## src/rtl/dcache_wb_ctrl.sv

```systemverilog
// dcache_wb_ctrl: drains dcache write-FIFO lines as 4-beat INCR bursts and merges uncached stores onto one AXI write port.
// Define DCACHE_WB_ERR_EN to enable the sticky wb_err_o bus-error flag.
module dcache_wb_ctrl #(
  parameter int LINE_WIDTH = 128,
  parameter int AXI_DW = 32,
  parameter logic [3:0] AXI_ID = 4'h1
) (
  input  logic                  clk,
  input  logic                  rst,
  input  logic [1:0]            fifo_state_i,
  input  logic                  fifo_wen_i,
  input  logic [31:0]           fifo_addr_i,
  input  logic [LINE_WIDTH-1:0] fifo_data_i,
  output logic                  fifo_free_o,
  input  logic                  uc_req_i,
  input  logic [31:0]           uc_addr_i,
  input  logic [AXI_DW-1:0]     uc_data_i,
  input  logic [AXI_DW/8-1:0]   uc_strb_i,
  output logic                  uc_ack_o,
  output logic                  uc_done_o,
  output logic [3:0]            awid,
  output logic [31:0]           awaddr,
  output logic [7:0]            awlen,
  output logic [2:0]            awsize,
  output logic [1:0]            awburst,
  output logic                  awvalid,
  input  logic                  awready,
  output logic [AXI_DW-1:0]     wdata,
  output logic [AXI_DW/8-1:0]   wstrb,
  output logic                  wlast,
  output logic                  wvalid,
  input  logic                  wready,
  input  logic [3:0]            bid,
  input  logic [1:0]            bresp,
  input  logic                  bvalid,
  output logic                  bready,
  output logic                  wb_err_o
);
  typedef enum logic [1:0] {IDLE, SEND, WAIT_B} state_t;
  state_t state_q;
  logic [LINE_WIDTH-1:0] data_q;
  logic [1:0] beat_q;
  logic uc_q, aw_done_q, w_done_q;
  logic take_uc, take_line, aw_hs, w_hs, last_hs;
  // A full FIFO must drain before any uncached store is taken.
  assign take_uc     = state_q == IDLE && !rst && uc_req_i && !fifo_state_i[1];
  assign fifo_free_o = state_q == IDLE && !rst && !take_uc;
  assign uc_ack_o    = take_uc;
  assign take_line   = fifo_free_o && fifo_wen_i;
  assign aw_hs       = awvalid && awready;
  assign w_hs        = wvalid && wready;
  assign last_hs     = w_hs && wlast;
  assign wdata       = data_q[AXI_DW-1:0];
  assign uc_done_o   = state_q == WAIT_B && bvalid && uc_q;
  always_ff @(posedge clk or posedge rst) begin
    if (rst) begin
      state_q   <= IDLE;
      data_q    <= '0;
      beat_q    <= '0;
      uc_q      <= 1'b0;
      aw_done_q <= 1'b0;
      w_done_q  <= 1'b0;
      awid      <= '0;
      awaddr    <= '0;
      awlen     <= '0;
      awsize    <= '0;
      awburst   <= '0;
      awvalid   <= 1'b0;
      wstrb     <= '0;
      wlast     <= 1'b0;
      wvalid    <= 1'b0;
      bready    <= 1'b0;
    end else begin
      case (state_q)
        IDLE: if (take_uc || take_line) begin
          state_q   <= SEND;
          awvalid   <= 1'b1;
          wvalid    <= 1'b1;
          awid      <= AXI_ID;
          awsize    <= 3'($clog2(AXI_DW/8));
          awburst   <= 2'b01;
          awaddr    <= take_uc ? uc_addr_i : fifo_addr_i;
          awlen     <= take_uc ? 8'd0 : 8'(LINE_WIDTH/AXI_DW-1);
          wstrb     <= take_uc ? uc_strb_i : '1;
          data_q    <= take_uc ? LINE_WIDTH'(uc_data_i) : fifo_data_i;
          wlast     <= take_uc;
          uc_q      <= take_uc;
          beat_q    <= '0;
          aw_done_q <= 1'b0;
          w_done_q  <= 1'b0;
        end
        SEND: begin
          if (aw_hs) begin
            awvalid   <= 1'b0;
            aw_done_q <= 1'b1;
          end
          // Shift the line down so the current beat always sits in the low word.
          if (w_hs) begin
            beat_q <= beat_q + 2'd1;
            data_q <= data_q >> AXI_DW;
            wlast  <= beat_q == 2'd2;
          end
          if (last_hs) begin
            wvalid   <= 1'b0;
            wlast    <= 1'b0;
            w_done_q <= 1'b1;
          end
          if ((aw_done_q || aw_hs) && (w_done_q || last_hs)) begin
            state_q <= WAIT_B;
            bready  <= 1'b1;
          end
        end
        WAIT_B: if (bvalid) begin
          state_q <= IDLE;
          bready  <= 1'b0;
        end
        default: state_q <= IDLE;
      endcase
    end
  end
`ifdef DCACHE_WB_ERR_EN
  always_ff @(posedge clk or posedge rst)
    if (rst) wb_err_o <= 1'b0;
    else if (state_q == WAIT_B && bvalid && (bresp != 2'b00 || bid != AXI_ID)) wb_err_o <= 1'b1;
  logic unused_empty;
  assign unused_empty = fifo_state_i[0];
`else
  assign wb_err_o = 1'b0;
  logic unused_b;
  assign unused_b = ^{fifo_state_i[0], bid, bresp};
`endif
endmodule
```

## config.mk

```make
export PLATFORM = sky130hd
export DESIGN_NAME = dcache_wb_ctrl
export DESIGN_NICKNAME = d
export VERILOG_FILES = /design/src/rtl/dcache_wb_ctrl.sv
export SDC_FILE = /design/constraint.sdc
export NUM_CORES = 1
export LEC_CHECK = 0
export BUFFER_PORTS_ARGS = -buffer_cell sky130_fd_sc_hd__buf_4
export CORE_MARGIN = 1
export CORE_UTILIZATION = 44
export CTS_BUF_LIST = sky130_fd_sc_hd__clkbuf_8 sky130_fd_sc_hd__clkbuf_16
export DETAILED_ROUTE_END_ITERATION = 10
export PLACE_DENSITY = 0.81
export SYNTH_ARGS = -nofsm -noshare
export SYNTH_HDL_FRONTEND = slang
export SYNTH_SLANG_ARGS = --single-unit
```

## constraint.sdc

```tcl
create_clock -name clk -period 5.14 [get_ports clk]
set_input_delay 0.514 -clock clk [delete_from_list [all_inputs] [get_ports clk]]
set_output_delay 0.514 -clock clk [all_outputs]
set_load 0.02 [all_outputs]
```

==> results.sh, run 1 <==
export IMPL_grt_max_degree=138
export IMPL_worstSetupPathDepth=5
export IMPL_post_dp_cell_area_um2=10600
export IMPL_port_buffers=315
export IMPL_tns_ps=0
export IMPL_dr_pass1_iters=7
export IMPL_dieWidth_um=140
export IMPL_reg2reg_depth=6
export IMPL_fin_crit_ps=3070
export IMPL_dr_wl_met2_um=10900
export IMPL_cp_max_fo=34
export IMPL_cts_setup_buffers=0
export IMPL_max_freq_mhz=326
export IMPL_rows=50
export IMPL_required_ps=4630
export IMPL_area_delta_synth_final_pct=33.9
export IMPL_arrival_ps=2550
export IMPL_first_iter_violations=589
export IMPL_final_hold_viol_count=0
export IMPL_grt_overflow=0
export IMPL_vdd_drop_max_mv=0.339
export IMPL_cts_max_level=4
export IMPL_path_common_cell="buf_4"
export IMPL_status="finished clean"
export IMPL_critPathCaptureType="output pin"
export IMPL_grt_antenna_before_repair=1
export IMPL_stdcell_area_um2=11200
export IMPL_crit_buf_inv=3
export IMPL_ys_warn_count=0
export IMPL_ys_flop_type="dfrtp_1"
export IMPL_synthXorXnorAreaFrac_pct=0
export IMPL_die_h_um=140
export IMPL_cp_top_family="simple AND/OR/NAND/NOR gates"
export IMPL_wl_met1_um=11100
export IMPL_synth_area_mux_share_pct=4.30
export IMPL_async_reset_ff_share_pct=100
export IMPL_clock_sinks=177
export IMPL_io_pins=336
export IMPL_total_power_mw=7.12
export IMPL_synth_seq_cells=177
export IMPL_dieArea_um2=19600
export IMPL_grt_pass1_wl_um=37300
export IMPL_viasPerCell=5.41
export IMPL_wl_per_cell_um=18.3
export IMPL_rsz0062_at_grt="no"
export IMPL_path_cells="nor3_2, nand2_1, clkinv_1, buf_4, buf_4"
export IMPL_drt_antenna_violating_nets=0
export IMPL_drive_above_1_share_pct=39.7
export IMPL_cts_tree="done"
export IMPL_dp_hpwl_um=16800
export IMPL_worstMarginPinSlew_ps=1150
export IMPL_synth_edf_count=0
export IMPL_post_synth_and_or_nand_nor_area_fraction_pct=9.49
export IMPL_final_cell_mix="buf_4, dfrtp_1, nand2_1"
export IMPL_cp_slowest_cell="dfrtp_1"
export IMPL_numCtsBuffers=17
export IMPL_insertion_delay_ps=420
export IMPL_synth_fa_ha_area_share_pct=0.149
export IMPL_syn_instance_count=818
export IMPL_synth_cell_types=39
export IMPL_p_per_area_nw_per_um2=635
export IMPL_hold_depth=2
export IMPL_grt_pass1_vias=6857
export IMPL_setup_viol=0
export IMPL_synth_area_um2=8370
export IMPL_core_area_um2=18700
export IMPL_synth_compound_area_share_pct=24.0
export IMPL_gp_congestion=0.839
export IMPL_vias=7081
export IMPL_critPathMaxStageDelay_ps=520
export IMPL_nFillCells=1600
export IMPL_crit_type="flop to output pin"
export IMPL_start_util_pct=44.8
export IMPL_root_buffer="clkbuf_16"
export IMPL_layout_commonest_cell="buf_4"
export IMPL_wl_um=23900
export IMPL_finalMaxSlewViolations=0
export IMPL_finish_net_count=1305
export IMPL_ctsResizeCount=0
export IMPL_clockBufferDepth=2
export IMPL_dr_wl_met3_um=943
export IMPL_period_share_pct=59.7
export IMPL_start_kind="flop"
export IMPL_drc=0
export IMPL_slew_headroom_pct=23.2
export IMPL_hold_buffers=0
export IMPL_seq_area_frac_synth_pct=52.9
export IMPL_leakagePower_nw=5.31
export IMPL_hold_class="input port to flop"
export IMPL_path_clk_slew_ps=60
export IMPL_finClkSkew_ps=6.59
export IMPL_highest_layer="met4"
export IMPL_synth_top_family_by_area="compound AO/OA/AOI/OAI gates"
export IMPL_track_usage_pct=24.5
export IMPL_avgSynthCellArea_um2=10.2
export IMPL_maxCapViolCount=0
## cells by family (layout without fill, tap and decap cells)
family                     after synthesis  in the layout
adders and majority gates                1              1
DFF                                    177            177
other                                    1             14
and+or+nand+nor                        193            193
buffers and inverters                  139            382
AOI/OAI and AO/OA                      275            275
muxes                                   32             32
## worst paths after layout
| kind | from | endpoint | slack (ps) |
|---|---|---|---|
| setup / recovery | state_q[1] | uc_ack_o | 2070 |
| hold / removal | bvalid | state_q[1] | 290 |
| setup reg to reg | state_q[0] | data_q[5] | 2340 |
| hold reg to reg | uc_q | uc_q | 480 |
| max in group asynchronous | rst | beat_q[0] | 3570 |
| min in group asynchronous | rst | data_q[0] | 310 |
## per-stage QoR
| step | worst slack (ps) | utilization [%] | instances | hold WS [ps] |
|---|---|---|---|---|
| 6_report | 2070 | 59.9 | 1308 | 295 |
| 4_1_cts | 2060 | 59.9 | 1307 | 275 |
| 2_1_floorplan | 2360 | - | 830 | 439 |
| 3_3_place_gp | 2350 | 56.4 | 1276 | 455 |
| 5_1_grt | 1850 | 59.9 | 1308 | 287 |
| 3_5_place_dp | 2330 | 56.4 | 1276 | 466 |
## cell usage after synthesis (all sizes together) (2+ instances only)
master   number  area (um2)
buf          76         531
nand2       131         492
nor3b         2        15.0
o22a          4        35.0
a31oi        12        75.1
o21a          2        15.0
a2bb2oi      65         569
nor2b         4        25.0
dfrtp       177        4430
clkbuf       38         143
a21oi        65         438
nand2b        3        18.8
inv          24        90.1
a222oi       21         210
o21ai        70         350
mux2         32         360
a22o         32         280
nor2         44         165
nand3         2        15.0
## flip-flops by register name, indices dropped and copies added (netlist names)
signal / count
w_done_q: 1
awlen: 1
awburst: 1
beat_q: 2
wlast: 1
uc_q: 1
awvalid: 1
aw_done_q: 1
state_q: 2
data_q: 128
bready: 1
wstrb: 4
awaddr: 32
wvalid: 1
## final cells by class
| type | instances | area [um2] | area share, % |
|---|---|---|---|
| Clock inverter | 13 | 219 | 1.95 |
| Antenna cell | 1 | 2.50 | 0.0223 |
| Tap cell | 234 | 293 | 2.61 |
| Inverter | 25 | 97.6 | 0.871 |
| Clock buffer | 18 | 439 | 3.92 |
| Multi-Input combinational cell | 514 | 3270 | 29.2 |
| Timing Repair Buffer | 326 | 2460 | 21.9 |
| Sequential cell | 177 | 4430 | 39.5 |
## routing by layer
layer	up-vias	track usage [%]
li1	3341	-
met2	267	36.6
met5	-	0
met4	0	13.1
met3	57	3.18
met1	3416	34.7
## report_power, final
part | internal (mW) | leakage (nW) | switching [mW]
Sequential | 2.08 | 2.09 | 0.446
Clock | 0.916 | 0.322 | 0.530
Combinational | 1.47 | 2.90 | 1.68
## worst register-to-register path, cell delays in order, from the launching register on
cell and delay [ps]:
dfrtp_1 520, nor2b_4 230, nand3_2 80, buf_4 300, nand2_4 740, buf_4 430
mux2_2 380
(Power assumes the default switching activity.)
==> run 2, diff against run 1 <==
- clock period: 5.14 -> 2.7 ns (I/O delays scaled with it)
==> results.sh, run 2 (synthesis gave the netlist of run 1 again) <==
export IMPL_fin_crit_ps=2380
export IMPL_area_delta_synth_final_pct=33.7
export IMPL_finalMaxSlewViolations=0
export IMPL_insertion_delay_ps=430
export IMPL_vdd_drop_max_mv=0.550
export IMPL_setup_viol=0
export IMPL_crit_type="flop to output pin"
export IMPL_nFillCells=1597
export IMPL_crit_buf_inv=2
export IMPL_cts_max_level=4
export IMPL_grt_pass1_wl_um=37700
export IMPL_p_per_area_nw_per_um2=1180
export IMPL_period_share_pct=88.3
export IMPL_finClkSkew_ps=9.25
export IMPL_required_ps=2430
export IMPL_layout_commonest_cell="buf_4"
export IMPL_largest_registers="data_q x128, awaddr x32, wstrb x4"
export IMPL_cp_top_family="buffers and inverters"
export IMPL_status="finished clean"
export IMPL_start_util_pct=44.8
export IMPL_port_buffers=315
export IMPL_finish_net_count=1312
export IMPL_critPathMaxStageDelay_ps=490
export IMPL_dieArea_um2=19600
export IMPL_clockBufferDepth=2
export IMPL_reg2reg_to="data_q[20]"
export IMPL_grt_overflow=0
export IMPL_drive_above_1_share_pct=40.4
export IMPL_rows=50
export IMPL_reg2reg_depth=5
export IMPL_dp_hpwl_um=17200
export IMPL_diodes=0
export IMPL_hold_buffers=0
export IMPL_gp_congestion=0.824
export IMPL_io_pins=336
export IMPL_cts_tree="done"
export IMPL_start_kind="flop"
export IMPL_dieWidth_um=140
export IMPL_max_freq_mhz=419
export IMPL_rsz0062_at_grt="no"
export IMPL_root_buffer="clkbuf_16"
export IMPL_leakagePower_nw=5.31
export IMPL_maxCapViolCount=0
export IMPL_multiInputGateArea_um2=3270
export IMPL_numCtsBuffers=17
export IMPL_cp_slowest_cell="dfrtp_1"
export IMPL_drc=0
export IMPL_cp_endpoint="uc_ack_o"
export IMPL_hold_class="input port to async pin"
export IMPL_register_area_um2=4430
export IMPL_grt_pass1_vias=6964
export IMPL_tns_ps=0
export IMPL_grt_max_degree=149
export IMPL_postLayoutCoreUtil_pct=59.8
export IMPL_worstSetupPathDepth=4
export IMPL_path_cells="nor3_2, nand2_1, clkinv_2, buf_4"
export IMPL_critPathCaptureType="output pin"
export IMPL_largest_register="data_q"
export IMPL_viasPerCell=5.39
export IMPL_first_iter_violations=518
export IMPL_largest_reg_flops=128
export IMPL_grt_antenna_before_repair=0
export IMPL_drt_antenna_violating_nets=0
export IMPL_wl_um=24100
export IMPL_worstMarginPinSlew_ps=844
export IMPL_arrival_ps=2110
export IMPL_vias=7093
export IMPL_final_cell_mix="buf_4, dfrtp_1, nand2_1"
export IMPL_r2r_slack_ps=370
export IMPL_core_area_um2=18700
export IMPL_wl_per_cell_um=18.3
export IMPL_place_worst_setup_slack_ps=222
export IMPL_reg2reg_from="state_q[0]"
export IMPL_final_hold_viol_count=0
export IMPL_track_usage_pct=24.9
export IMPL_startpoint="state_q[0]"
export IMPL_die_h_um=140
export IMPL_cp_max_fo=34
export IMPL_path_clk_slew_ps=70
export IMPL_total_power_mw=13.2
export IMPL_slew_headroom_pct=43.7
export IMPL_dr_pass1_iters=6
export IMPL_fin_ws_ps=315
export IMPL_clock_sinks=177
## run 2: final cells by class
cell class | instances | area share (%)
Clock buffer | 20 | 4.17
Clock inverter | 12 | 0.984
Inverter | 25 | 0.883
Multi-Input combinational cell | 514 | 29.2
Sequential cell | 177 | 39.6
Tap cell | 234 | 2.62
Timing Repair Buffer | 333 | 22.6
## run 2: worst min path at each step
| stage | cells past startpoint | to | start | slack, ps |
|---|---|---|---|---|
| 2_1_floorplan | 1 | state_q[1] | bvalid | 380 |
| 3_3_place_gp | 3 | uc_q | rst | 460 |
| 3_5_place_dp | 3 | data_q[0] | rst | 470 |
| 4_1_cts | 3 | data_q[0] | rst | 7 |
| 5_1_grt | 3 | uc_q | rst | 40 |
| 6_report | 3 | data_q[6] | rst | 10 |
## run 2: worst min-delay path: stages
cell and delay [ps]:
buf_4 140, clkinvlp_4 90, buf_4 350
## run 2: repair_timing
| action | 4_1_cts | 5_1_grt |
|---|---|---|
| endpoints found under the hold margin | 0 | 0 |
| gates resized for setup | 1 | 0 |
| endpoints found under the setup margin | 1 | 0 |
| buffers inserted | 0 | 0 |
## run 2: report_power, final
part / leakage [nW] / internal, mW / total (mW) / switching [mW]
logic: 2.94 / 2.82 / 6.02 / 3.20
clock network: 0.280 / 1.35 / 2.40 / 1.06
registers: 2.09 / 3.96 / 4.81 / 0.844
total: 5.31 / 8.13 / 13.2 / 5.10
## run 2: routing by layer
metal | global-route usage [%] | vias to the layer above | part of all wire, %
met1 | 34.7 | 3440 | 45
met2 | 39.3 | 260 | 48
met4 | 9.08 | 0 | 2.6
met5 | 0 | - | 0
li1 | - | 3356 | -
met3 | 3.86 | 37 | 4.7
## run 2: through the flow
step	hold slack (ps)	std cells	cell area (um2)
2_1_floorplan	377	830	8420
3_3_place_gp	461	1283	10600
3_5_place_dp	466	1283	10600
4_1_cts	7.29	1315	11200
5_1_grt	37.7	1315	11200
6_report	14.1	1315	11200
